[config.mk]
export PLATFORM = sky130hd
export DESIGN_NAME = dds_channel_scheduler
export DESIGN_NICKNAME = d
export VERILOG_FILES = /design/src/rtl/dds_sched_pkg.sv /design/src/rtl/dds_tag_fifo.sv /design/src/rtl/dds_channel_scheduler.sv
export SDC_FILE = /design/constraint.sdc
export NUM_CORES = 1
export LEC_CHECK = 0
export BUFFER_PORTS_ARGS = -buffer_cell sky130_fd_sc_hd__buf_4
export CAP_MARGIN = 20
export CORE_MARGIN = 2
export CORE_UTILIZATION = 35
export DETAILED_ROUTE_END_ITERATION = 10
export GPL_ROUTABILITY_DRIVEN = 0
export PLACE_DENSITY = 0.48
export SYNTH_ARGS = -nofsm -noshare
export SYNTH_HDL_FRONTEND = slang
export SYNTH_SLANG_ARGS = --single-unit
[constraint.sdc]
create_clock -name clk -period 5.8 [get_ports clk]
set_input_delay 0.29 -clock clk [delete_from_list [all_inputs] [get_ports clk]]
set_output_delay 0.29 -clock clk [all_outputs]
set_load 0.02 [all_outputs]
[src/rtl/dds_sched_pkg.sv]
// rtl/dds_sched_pkg.sv - shared types and sizing for the DDS channel scheduler
package dds_sched_pkg;

    localparam int MAX_CH_W = 4;

    typedef logic [MAX_CH_W-1:0] ch_idx_t;

    typedef enum logic {
        IDLE = 1'b0,
        RUN  = 1'b1
    } state_t;

    // Room for every tag in flight through the core plus the output register slack.
    function automatic int TAG_FIFO_DEPTH(input int max_dds_latency);
        return max_dds_latency + 2;
    endfunction

endpackage

[src/rtl/dds_tag_fifo.sv]
// rtl/dds_tag_fifo.sv - channel tag FIFO between phase issue and core output
module dds_tag_fifo #(
    parameter int WIDTH = 2,
    parameter int DEPTH = 11
) (
    input  logic             clk,
    input  logic             reset,
    input  logic             push,
    input  logic [WIDTH-1:0] push_data,
    input  logic             pop,
    output logic [WIDTH-1:0] pop_data,
    output logic             full,
    output logic             empty,
    output logic             overflow,
    output logic             underflow
);

    localparam int PTR_W = $clog2(DEPTH);
    localparam int CNT_W = $clog2(DEPTH + 1);

    logic [WIDTH-1:0] mem [DEPTH];
    logic [PTR_W-1:0] wr_ptr;
    logic [PTR_W-1:0] rd_ptr;
    logic [CNT_W-1:0] count;
    logic [CNT_W-1:0] count_next;
    logic             do_push;
    logic             do_pop;

    function automatic logic [PTR_W-1:0] next_ptr(input logic [PTR_W-1:0] p);
        return (p == PTR_W'(DEPTH - 1)) ? '0 : p + 1'b1;
    endfunction

    // A pop frees a slot in the same cycle, so push-while-full-and-popping is legal.
    assign do_pop    = pop && !empty;
    assign do_push   = push && (!full || do_pop);
    assign overflow  = push && full && !do_pop;
    assign underflow = pop && empty;
    assign pop_data  = mem[rd_ptr];

    always_comb begin
        count_next = count;
        if (do_push && !do_pop) begin
            count_next = count + 1'b1;
        end else if (do_pop && !do_push) begin
            count_next = count - 1'b1;
        end
    end

    always_ff @(posedge clk) begin
        if (do_push) begin
            mem[wr_ptr] <= push_data;
        end
    end

    always_ff @(posedge clk) begin
        if (reset) begin
            wr_ptr <= '0;
            rd_ptr <= '0;
            count  <= '0;
            full   <= 1'b0;
            empty  <= 1'b1;
        end else begin
            if (do_push) begin
                wr_ptr <= next_ptr(wr_ptr);
            end
            if (do_pop) begin
                rd_ptr <= next_ptr(rd_ptr);
            end
            count <= count_next;
            full  <= (count_next == CNT_W'(DEPTH));
            empty <= (count_next == '0);
        end
    end

endmodule

[src/rtl/dds_channel_scheduler.sv]
// rtl/dds_channel_scheduler.sv - round-robin NCO channel scheduler around one shared dds core
module dds_channel_scheduler
    import dds_sched_pkg::*;
#(
    parameter int NUM_CH          = 4,
    parameter int PHASE_DW        = 16,
    parameter int OUT_DW          = 16,
    parameter int MAX_DDS_LATENCY = 9
) (
    input  logic                        clk,
    input  logic                        reset,
    input  logic                        enable,
    input  logic                        sync,
    input  logic                        cfg_wr,
    input  logic [$clog2(NUM_CH)-1:0]   cfg_ch,
    input  logic [PHASE_DW-1:0]         cfg_freq,
    input  logic [PHASE_DW-1:0]         cfg_offset,
    output logic [PHASE_DW-1:0]         dds_phase_tdata,
    output logic                        dds_phase_tvalid,
    input  logic [2*OUT_DW-1:0]         dds_out_tdata,
    input  logic                        dds_out_tvalid,
    output logic [2*OUT_DW-1:0]         m_axis_tdata,
    output logic [$clog2(NUM_CH)-1:0]   m_axis_tuser,
    output logic                        m_axis_tlast,
    output logic                        m_axis_tvalid,
    output logic                        tag_err
);

    localparam int CH_W       = $clog2(NUM_CH);
    localparam int FIFO_DEPTH = TAG_FIFO_DEPTH(MAX_DDS_LATENCY);

    state_t              state;
    logic [CH_W-1:0]     ch;
    logic [PHASE_DW-1:0] acc           [NUM_CH];
    logic [PHASE_DW-1:0] freq          [NUM_CH];
    logic [PHASE_DW-1:0] offset        [NUM_CH];
    logic [PHASE_DW-1:0] shadow_freq   [NUM_CH];
    logic [PHASE_DW-1:0] shadow_offset [NUM_CH];
    logic                sync_pending;

    logic                frame_start;
    logic                issue;
    logic                zero_acc;
    logic [PHASE_DW-1:0] cur_acc;
    logic [PHASE_DW-1:0] cur_freq;
    logic [PHASE_DW-1:0] cur_offset;

    logic [CH_W-1:0]     tag_data;
    logic                tag_full;
    logic                tag_empty;
    logic                tag_overflow;
    logic                tag_underflow;

    // At frame start the channel-0 issue already sees the freshly copied config and zeroed accumulators.
    always_comb begin
        frame_start = (state == IDLE) || (ch == '0);
        issue       = frame_start ? enable : 1'b1;
        zero_acc    = frame_start && (sync_pending || sync);
        cur_acc     = zero_acc ? '0 : acc[ch];
        cur_freq    = frame_start ? shadow_freq[ch] : freq[ch];
        cur_offset  = frame_start ? shadow_offset[ch] : offset[ch];
    end

    always_ff @(posedge clk) begin
        if (reset) begin
            state            <= IDLE;
            ch               <= '0;
            sync_pending     <= 1'b0;
            dds_phase_tdata  <= '0;
            dds_phase_tvalid <= 1'b0;
            for (int k = 0; k < NUM_CH; k++) begin
                acc[k]           <= '0;
                freq[k]          <= '0;
                offset[k]        <= '0;
                shadow_freq[k]   <= '0;
                shadow_offset[k] <= '0;
            end
        end else begin
            if (cfg_wr) begin
                shadow_freq[cfg_ch]   <= cfg_freq;
                shadow_offset[cfg_ch] <= cfg_offset;
            end
            if (frame_start) begin
                freq         <= shadow_freq;
                offset       <= shadow_offset;
                sync_pending <= 1'b0;
            end else if (sync) begin
                sync_pending <= 1'b1;
            end
            for (int k = 0; k < NUM_CH; k++) begin
                if (issue && ch == CH_W'(k)) begin
                    acc[k] <= cur_acc + cur_freq;
                end else if (zero_acc) begin
                    acc[k] <= '0;
                end
            end
            dds_phase_tvalid <= issue;
            if (issue) begin
                dds_phase_tdata <= cur_acc + cur_offset;
                ch              <= ch + 1'b1;
                state           <= RUN;
            end else begin
                ch    <= '0;
                state <= IDLE;
            end
        end
    end

    dds_tag_fifo #(
        .WIDTH (CH_W),
        .DEPTH (FIFO_DEPTH)
    ) u_tag_fifo (
        .clk       (clk),
        .reset     (reset),
        .push      (issue),
        .push_data (ch),
        .pop       (dds_out_tvalid),
        .pop_data  (tag_data),
        .full      (tag_full),
        .empty     (tag_empty),
        .overflow  (tag_overflow),
        .underflow (tag_underflow)
    );

    always_ff @(posedge clk) begin
        if (reset) begin
            m_axis_tdata  <= '0;
            m_axis_tuser  <= '0;
            m_axis_tlast  <= 1'b0;
            m_axis_tvalid <= 1'b0;
            tag_err       <= 1'b0;
        end else begin
            m_axis_tvalid <= dds_out_tvalid;
            m_axis_tlast  <= dds_out_tvalid && !tag_underflow && (tag_data == CH_W'(NUM_CH - 1));
            if (dds_out_tvalid) begin
                m_axis_tdata <= dds_out_tdata;
                m_axis_tuser <= tag_underflow ? '0 : tag_data;
            end
            tag_err <= tag_err | tag_overflow | tag_underflow | (tag_full & tag_empty);
        end
    end

endmodule

# == Yosys cells after proc, flatten, opt, wreduce, memory -nomap -nowiden ==
# Memories as Yosys holds them, arrays and structs flattened. A register that Yosys moved wholly into a read port is not among the register bits.
# Index checks and enable logic that the tools add are counted.
# totals
ff_bits,328
latchBits,0
ramBits,86
romBits,0
in_bits,72
n_memories,2
# memory_table
memory,words,word_bits,read_ports,rd_clocked_by_memory_dff,wr,line,text
acc,4,16,1,1,4,dds_channel_scheduler.sv:34,logic [PHASE_DW-1:0] acc [NUM_CH];
u_tag_fifo.mem,11,2,1,1,1,dds_tag_fifo.sv:21,logic [WIDTH-1:0] mem [DEPTH];
# classes
add_sub_neg,7
n_mul,0
n_div,0
n_lt_le_gt_ge,3
n_eq_ne,7
shift,0
mux,66
bitwise_logic,16
reduce_logical,27
# op_table
operator,n
16-bit 2-to-1 mux,20
16-bit binary-select mux with 2-bit select,4
64-bit bitwise mux,2
16-bit adder,2
16-bit demux with 2-bit select,1
1-bit 2-to-1 mux,31
4-bit 2-to-1 mux,6
1-bit logical AND,15
4-bit by 1-bit adder with 4-bit output (second input constant),3
4-bit == test (second input constant),3
1-bit OR,11
2-bit == test (second input constant),3
3-bit greater-or-equal comparator (second input constant),2
2-bit inverter with 3-bit output,2
1-bit logical NOT,5
4-bit logical NOT,1
2-bit 2-to-1 mux,2
2-bit OR reduction,2
4-bit by 1-bit subtractor with 4-bit output (second input constant),1
1-bit logical OR,3
3-bit by 1-bit < comparator with 1-bit output (second input constant),1
2-bit by 1-bit adder with 2-bit output (second input constant),1
2-bit by 1-bit == test with 1-bit output (second input constant),1
2-bit logical NOT,1
2 further kinds,3

# == Longest topological paths before layout ==
# Gate-level depths: netlist (run 1).
# logic_depth
word_depth,9
depth_mapped,20
depth_no_buf,16

# == By module ==
# Synthesis (run 1) repeated with hierarchy kept, for this count alone.
# hier_totals
cells_unflattened,2058
area_unflattened_um2,18825.6
# by_module_without_submodules
module,instances,cells_each,area_each_um2,seq_area_each_um2
dds_channel_scheduler,1,1918,17095.1,8187.9
dds_tag_fifo,1,140,1730.4,1021.0

# == Least setup slack after synthesis (run 1) ==
# Ideal clock, no wire load.
# synth_timing
path_kind,register to register
from,reg ch[0]
to,reg dds_phase_tdata[14]
arrival_time_ps,4377
t_required_ps,5678
setup_slack_ps,1301
stages_incl_launch_ff,18
path_buffers,6
synth_period_minus_slack_ps,4499
cell_sequence,dfxtp_1 > buf_6 > buf_12 > buf_8 > clkbuf_1 > buf_2 > mux4_2 > nand2_1 > nand2_1 > ha_1 > clkbuf_1 > a21o_1 > a21o_1 > a221o_1 > and2_1 > o32a_1 > and3_1 > a311o_1
# synth_via
elab_chain_cells,6
# synth_lines
item,line,text
from (decl),dds_channel_scheduler.sv:33,logic [CH_W-1:0] ch;
from (signal assigned),dds_channel_scheduler.sv:100,ch <= ch + 1'b1;
2-bit inverter with 3-bit output (not written as such),dds_channel_scheduler.sv:61,cur_offset = frame_start ? shadow_offset[ch] : offset[ch];
16-bit binary-select mux with 2-bit select,dds_channel_scheduler.sv:61,
16-bit 2-to-1 mux (not written as such) (2 in a row),dds_channel_scheduler.sv:61,
16-bit 2-to-1 mux,dds_channel_scheduler.sv:61,
16-bit adder,dds_channel_scheduler.sv:99,dds_phase_tdata <= cur_acc + cur_offset;
to (signal assigned),dds_channel_scheduler.sv:99,
to (decl),dds_channel_scheduler.sv:18,"output logic [PHASE_DW-1:0] dds_phase_tdata,"
# Parallel ways exist; a longest one is shown, timed or not. The select of a mux whose other input is x is not followed.
# A chain may end at the register's enable or synchronous reset.

# == Final worst setup path (run 1) ==
# layout_timing
from,reg ch[1]
to,reg dds_phase_tdata[14]
# The elaborated chain is that of the path after synthesis.

==> flow_metrics.tcl, run 1 <==
set metrics [dict create \
    worstSkewPairLatency_ps 590 \
    power.leakage_uw 0.00840 \
    synth_fa_ha_area_share_pct 2.33 \
    htreeDepth 2 \
    synth.avg_cell_area_um2 9.10 \
    first_global_vias 14400 \
    reg2reg_depth 14 \
    slew_headroom_pct 21.9 \
    drc 0 \
    worst_pin_slew_ps 1170 \
    fillerInstances 5197 \
    synth-xor-area-share_pct 1.07 \
    grt_use_total_pct 19.6 \
    nNetsFinal 2287 \
    muxShareOfSynthArea_pct 12.1 \
    setup_viol 0 \
    final_cell_mix "nand2_1 (635), dfxtp_1 (329), a21oi_1 (291), buf_4 (144), nor2_1 (131)" \
    final_common_cell "nand2_1" \
    status "finished clean" \
    areaGrowthSynthToFinish_pct 19.8 \
    final_util_pct 42.6 \
    synth_ff_type "dfxtp_1" \
    rows 84 \
    cts_buffer_depth 3 \
    cp_top_family "simple AND/OR/NAND/NOR gates" \
    antenna_left 0 \
    fin_skew_ps 21.2 \
    grt_pass1_wl_mm 85.7 \
    r2r_end "dds_phase_tdata[14]" \
    synthCells 2063 \
    worstPathRequired_ps 6260 \
    fin_crit_sh_pct 79.1 \
    crit_slowest_cell "dfxtp_4" \
    ctsResizeCount 0 \
    synth_area_mm2 0.0188 \
    synth_cell_types 71 \
    synth_top_family_by_area "simple AND/OR/NAND/NOR gates" \
    crit_fanout 31 \
    p_per_area_mw_per_mm2 310 \
    crit_path_start_kind "flop" \
    cts.sinks 417 \
    finalMaxSlewViolations 0 \
    drtIter0Drc 1035 \
    num_io_pins 126 \
    ys_seq_elements 417 \
    drt_wl_total_mm 55.0 \
    grt_max_degree 236 \
    final_layout_size_suffix_gt1_share_pct 15.0 \
    finalCriticalPeriod_ps 4590 \
    fmax_mhz 218 \
    synth_compound_area_share_pct 12.1 \
    max_stage_delay_ps 610 \
    cp-end-kind "flop" \
    irDropWorstVdd_uv 196 \
    vias 14900 \
    dp_hpwl_mm 34.7 \
    clk_pin_slew_ps 60 \
    antenna_found_initial 1 \
    hold_end "m_axis_tdata[12]" \
    initial_utilization_pct 35.6 \
    dr.pass1.iters 5 \
    synthesis.nets 2169 \
    synthSimpleGateAreaFrac_pct 19.9 \
    synth-seq-area-share_pct 49.1 \
    crit_buf_inv 2 \
    cts_root_buffer "clkbuf_16" \
    numCtsBuffers 48 \
    rsz0062_at_grt "false" \
    io_buffers 125 \
    die_y_um 236 \
    whs_ps 150 \
    rrSetupSlack_ps 1210 \
    crit_chain "clkinv_1 > buf_4 > ha_1 > nor2b_4 > nor2_1 > nor2b_1 > ha_1 > a21o_1 > a21o_1 > a221o_1 > and2_1 > o32a_1 > and3_1 > a311o_1" \
    cts_tree "yes" \
    die-area_mm2 0.0555 \
    drv_cap 0 \
    dpl-instance-area_mm2 0.0202 \
    tns_ps 0 \
    yosysWarnings 0 \
    die_x_um 236 \
    path_class "flop to flop" \
    synth_edf_count 86 \
    hold_depth 2 \
    wl_per_cell_um 18.9 \
    core_area_mm2 0.0528 \
    min_from "reset" \
    viasPerCell 5.12 \
    r2r_start "ch[1]" \
    synthArstFlopShare_pct 0 \
    grt_overflow 0 \
    final_cell_area_mm2 0.0225 \
    hold_viol 0 \
    min_path_type "input pin to flop" \
    arrival_ps 5050 \
]
## per-layer routing
layer  vias up  track usage (%)  share of wire (%)
met5         -                0              0.013
met4         2             5.31                2.0
met3        67             2.63                4.3
met2       333             31.5                 46
met1      7152             27.5                 48
li1       7350                -                  -
## how the worst max path moves through the flow
| stage | from | endpoint | slack (ps) | cells past startpoint |
|---|---|---|---|---|
| after floorplan | ch[0] | dds_phase_tdata[14] | 1300 | 17 |
| after global routing | ch[1] | acc[2][13] | 900 | 15 |
| after CTS | ch[1] | dds_phase_tdata[14] | 1230 | 14 |
| after detailed placement | ch[1] | acc[2][14] | 1240 | 16 |
| after global placement | ch[1] | dds_phase_tdata[12] | 1300 | 12 |
| final | ch[1] | dds_phase_tdata[14] | 1210 | 14 |
## cell families (layout without fill, tap and decap cells)
family / count (synthesis) / after routing
buf+inv: 158 / 315
simple gates: 905 / 905
compound gates: 399 / 399
fa+ha+maj: 35 / 35
mux: 126 / 126
flops: 417 / 417
other cells: 0 / 1
xor+xnor: 23 / 23
## state kept, by name, indices dropped and copies added (netlist names), named ones only
register           count
dds_phase_tdata       16
m_axis_tuser           2
shadow_freq           64
m_axis_tdata          32
u_tag_fifo.full        1
shadow_offset         64
dds_phase_tvalid       1
tag_err                1
ch                     2
u_tag_fifo.rd_ptr      4
offset                64
acc                   64
m_axis_tvalid          1
u_tag_fifo.count       4
m_axis_tlast           1
u_tag_fifo.wr_ptr      4
u_tag_fifo.mem        22
sync_pending           1
freq                  64
u_tag_fifo.empty       1
## power by group
| part | total [µW] | leakage (µW) | switching (µW) | internal (µW) |
|---|---|---|---|---|
| registers | 3160 | 0.00361 | 75.7 | 3080 |
| clock network | 3030 | 0.000800 | 1230 | 1800 |
| logic | 780 | 0.00399 | 471 | 308 |
## worst reg2reg max path, cell delays in order, from the launching register on
cell and delay [ps]:
dfxtp_4 610, clkinv_1 140, buf_4 200, ha_1 270, nor2b_4 470, nor2_1 370
nor2b_1 310, ha_1 380, a21o_1 220, a21o_1 170, a221o_1 320, and2_1 180
o32a_1 340, and3_1 170, a311o_1 310
## cell usage after synthesis, drive strengths merged (3+ instances only)
cell type  instances  area (µm²)
o31ai              3        22.5
a21oi            291        1460
mux2i             45         463
or3                8        50.1
dfxtp            331        6630
a31oi              6        37.5
nor3              19        95.1
clkbuf           119         447
nor3b              5        37.5
or2                4        25.0
nor4b              3        26.3
o2111ai            4        35.0
a2111oi            6        71.3
a211oi             8        60.1
nor2             133         499
xnor2             11        96.3
mux4              79        1780
inv               12        45.0
nor4               3        25.0
and3              20         125
nand2            635        2380
a31o               3        26.3
a21o              18         135
nand3b             5        37.5
nand2b             8        50.1
buf               26         146
xor2              12         105
a311o              3        30.0
o211ai             8        60.1
nand3             15        75.1
edfxtp            86        2580
and2               8        50.1
ha                34         425
o21ai             28         155
nor2b             31         194
## layout make-up
class                           instances  area, µm²  area share, %
Antenna cell                            1       2.50         0.0111
Clock buffer                           75       1480           6.59
Clock inverter                         14        115          0.512
Inverter                               13       48.8          0.217
Multi-Input combinational cell       1488       8940           39.8
Sequential cell                       417       9220           41.0
Tap cell                              688        861           3.83
Timing Repair Buffer                  213       1810           8.06
## per-stage QoR
stage	instances	setup WS, ps	total power (µW)
3_3_place_gp	2753	1300	3960
6_report	2909	1210	6970
3_5_place_dp	2754	1240	3970
2_1_floorplan	2063	1300	3680
5_1_grt	2908	905	7260
4_1_cts	2907	1230	7060
## what timing repair did
action                    CTS  global route
hold buffers               64             0
hold endpoints to repair  160             0
setup buffers               0             0
Power figures use the tool's default switching activity.
==> run 2: changes to the inputs <==
==> constraint.sdc (replaced) <==
create_clock -name clk -period 4.6 [get_ports clk]
set_input_delay 0.23 -clock clk [delete_from_list [all_inputs] [get_ports clk]]
set_output_delay 0.23 -clock clk [all_outputs]
set_load 0.02 [all_outputs]
==> flow_metrics.tcl, run 2 (synthesized netlist as in run 1, its figures left out) <==
set metrics [dict create \
    antenna_cells 0 \
    dpl-instance-area_mm2 0.0203 \
    rsz0062_at_grt "false" \
    die-area_mm2 0.0555 \
    ctsResizeCount 0 \
    wl_per_cell_um 18.9 \
    final_cell_area_mm2 0.0225 \
    path_class "flop to flop" \
    crit_path_frequent_cell "ha_1" \
    irDropWorstVdd_uv 221 \
    drc 0 \
    antenna_found_initial 0 \
    rows 84 \
    worstPathRequired_ps 4920 \
    whs_ps 101 \
    dpl.cell_count 2766 \
    final_cell_mix "nand2_1 (635), dfxtp_1 (329), a21oi_1 (291), buf_4 (154), nor2_1 (131)" \
    num_io_pins 126 \
    max_stage_delay_ps 380 \
    fillerInstances 5240 \
    io_buffers 125 \
    numCtsBuffers 48 \
    final_common_cell "nand2_1" \
    cts_root_buffer "clkbuf_16" \
    htreeDepth 2 \
    crit_chain "inv_2 > ha_1 > nor2b_4 > buf_12 > nand2_1 > and3_1 > a311oi_1 > a31o_2 > ha_1 > o211a_1 > and2_1 > a22oi_1 > o211ai_1 > a21oi_1 > xor2_1 > nor2_1" \
    first_global_vias 14600 \
    worstSkewPairLatency_ps 590 \
    cp-end-kind "flop" \
    p_per_area_mw_per_mm2 384 \
    cts_buffer_depth 3 \
    min_path_type "input pin to flop" \
    crit_slowest_cell "dfxtp_4" \
    grt_pass1_wl_mm 86.1 \
    initial_utilization_pct 35.6 \
    fin_ws_ps 707 \
    setup_viol 0 \
    finalCriticalPeriod_ps 3890 \
    worst_pin_slew_ps 1100 \
    antenna_left 0 \
    fmax_mhz 257 \
    status "finished clean" \
    vias 14900 \
    areaGrowthSynthToFinish_pct 19.8 \
    slew_headroom_pct 26.4 \
    drv_cap 0 \
    grt_max_degree 104 \
    crit_fanout 47 \
    nNetsFinal 2298 \
    grt_use_total_pct 19.7 \
    fin_skew_ps 24.5 \
    final_cells 2920 \
    fin_crit_sh_pct 84.6 \
    grt_overflow 0 \
    drt_wl_total_mm 55.2 \
    arrival_ps 4210 \
    dr.pass1.iters 5 \
    viasPerCell 5.12 \
    power.leakage_uw 0.00840 \
    place_ws_ps 716 \
    dp_hpwl_mm 34.9 \
    core_area_mm2 0.0528 \
    clk_pin_slew_ps 60 \
    drtIter0Drc 861 \
    hold_viol 0 \
    crit_path_start_kind "flop" \
    finalMaxSlewViolations 0 \
    die_x_um 236 \
    final_layout_size_suffix_gt1_share_pct 15.0 \
    die_y_um 236 \
    cts.sinks 417 \
    cts_tree "yes" \
    tns_ps 0 \
]
-- run 2: changes by cell type in the layout (fill, tap and decap cells not counted), moves of 2 or more --
cell,before,now
clkinv_1,1,9
clkinv_4,2,0
buf_12,3,5
clkbuf_2,3,0
clkbuf_1,11,14
buf_4,144,154
clkbuf_8,9,5
clkbuf_16,52,49
-- run 2: timing repair --
| item | in CTS | in global routing |
|---|---|---|
| hold endpoints to repair | 160 | 0 |
| hold buffers | 64 | 0 |
| buffers inserted | 0 | 0 |
| setup endpoints to repair | 0 | 0 |
-- run 2: through the flow --
step	power, µW	util (%)
4_1_cts	8730	42.6
3_3_place_gp	5000	38.5
3_5_place_dp	5010	38.5
5_1_grt	8980	42.6
2_1_floorplan	4640	-
6_report	8620	42.6
-- run 2: final timing paths --
path / start / endpoint / slack, ps / cells past startpoint
setup / recovery: ch[0] / acc[1][14] / 710 / 16
hold / removal: reset / m_axis_tdata[15] / 100 / 2
setup reg to reg: ch[0] / acc[1][14] / 710 / 16
hold reg to reg: tag_err / tag_err / 440 / 2
-- run 2: final cells by class --
cell class              count  area, µm²  area share, %
clock buffers              68       1350           5.99
repair buffers            224       1910           8.50
inverters                  13       48.8          0.217
multi-input cells        1488       8940           39.8
clock inverters            22        163          0.723
well taps                 688        861           3.83
flip-flops and latches    417       9220           41.0
-- run 2: critical path, delay by kind of cell (launching register included) --
kind | cells | cell delay (ps)
DFF | 1 | 380
xor gates and xnor gates | 1 | 320
buffers and inverters | 2 | 370
AOI/OAI and AO/OA | 6 | 1120
adders and majority gates | 2 | 600
and+or+nand+nor | 5 | 810
-- run 2: metal layers --
layer	vias up	routed length, µm	GRT usage [%]
li1	7380	-	-
met1	7153	25800	27.2
met2	333	25800	32.2
met3	76	2360	2.81
met4	0	1250	5.87
met5	-	0	0
-- run 2: power by group --
group / switching, µW / internal [µW] / leakage [µW]
clock: 1560 / 2100 / 0.000745
sequential: 90.8 / 3890 / 0.00361
combinational: 595 / 395 / 0.00404
total: 2240 / 6380 / 0.00840
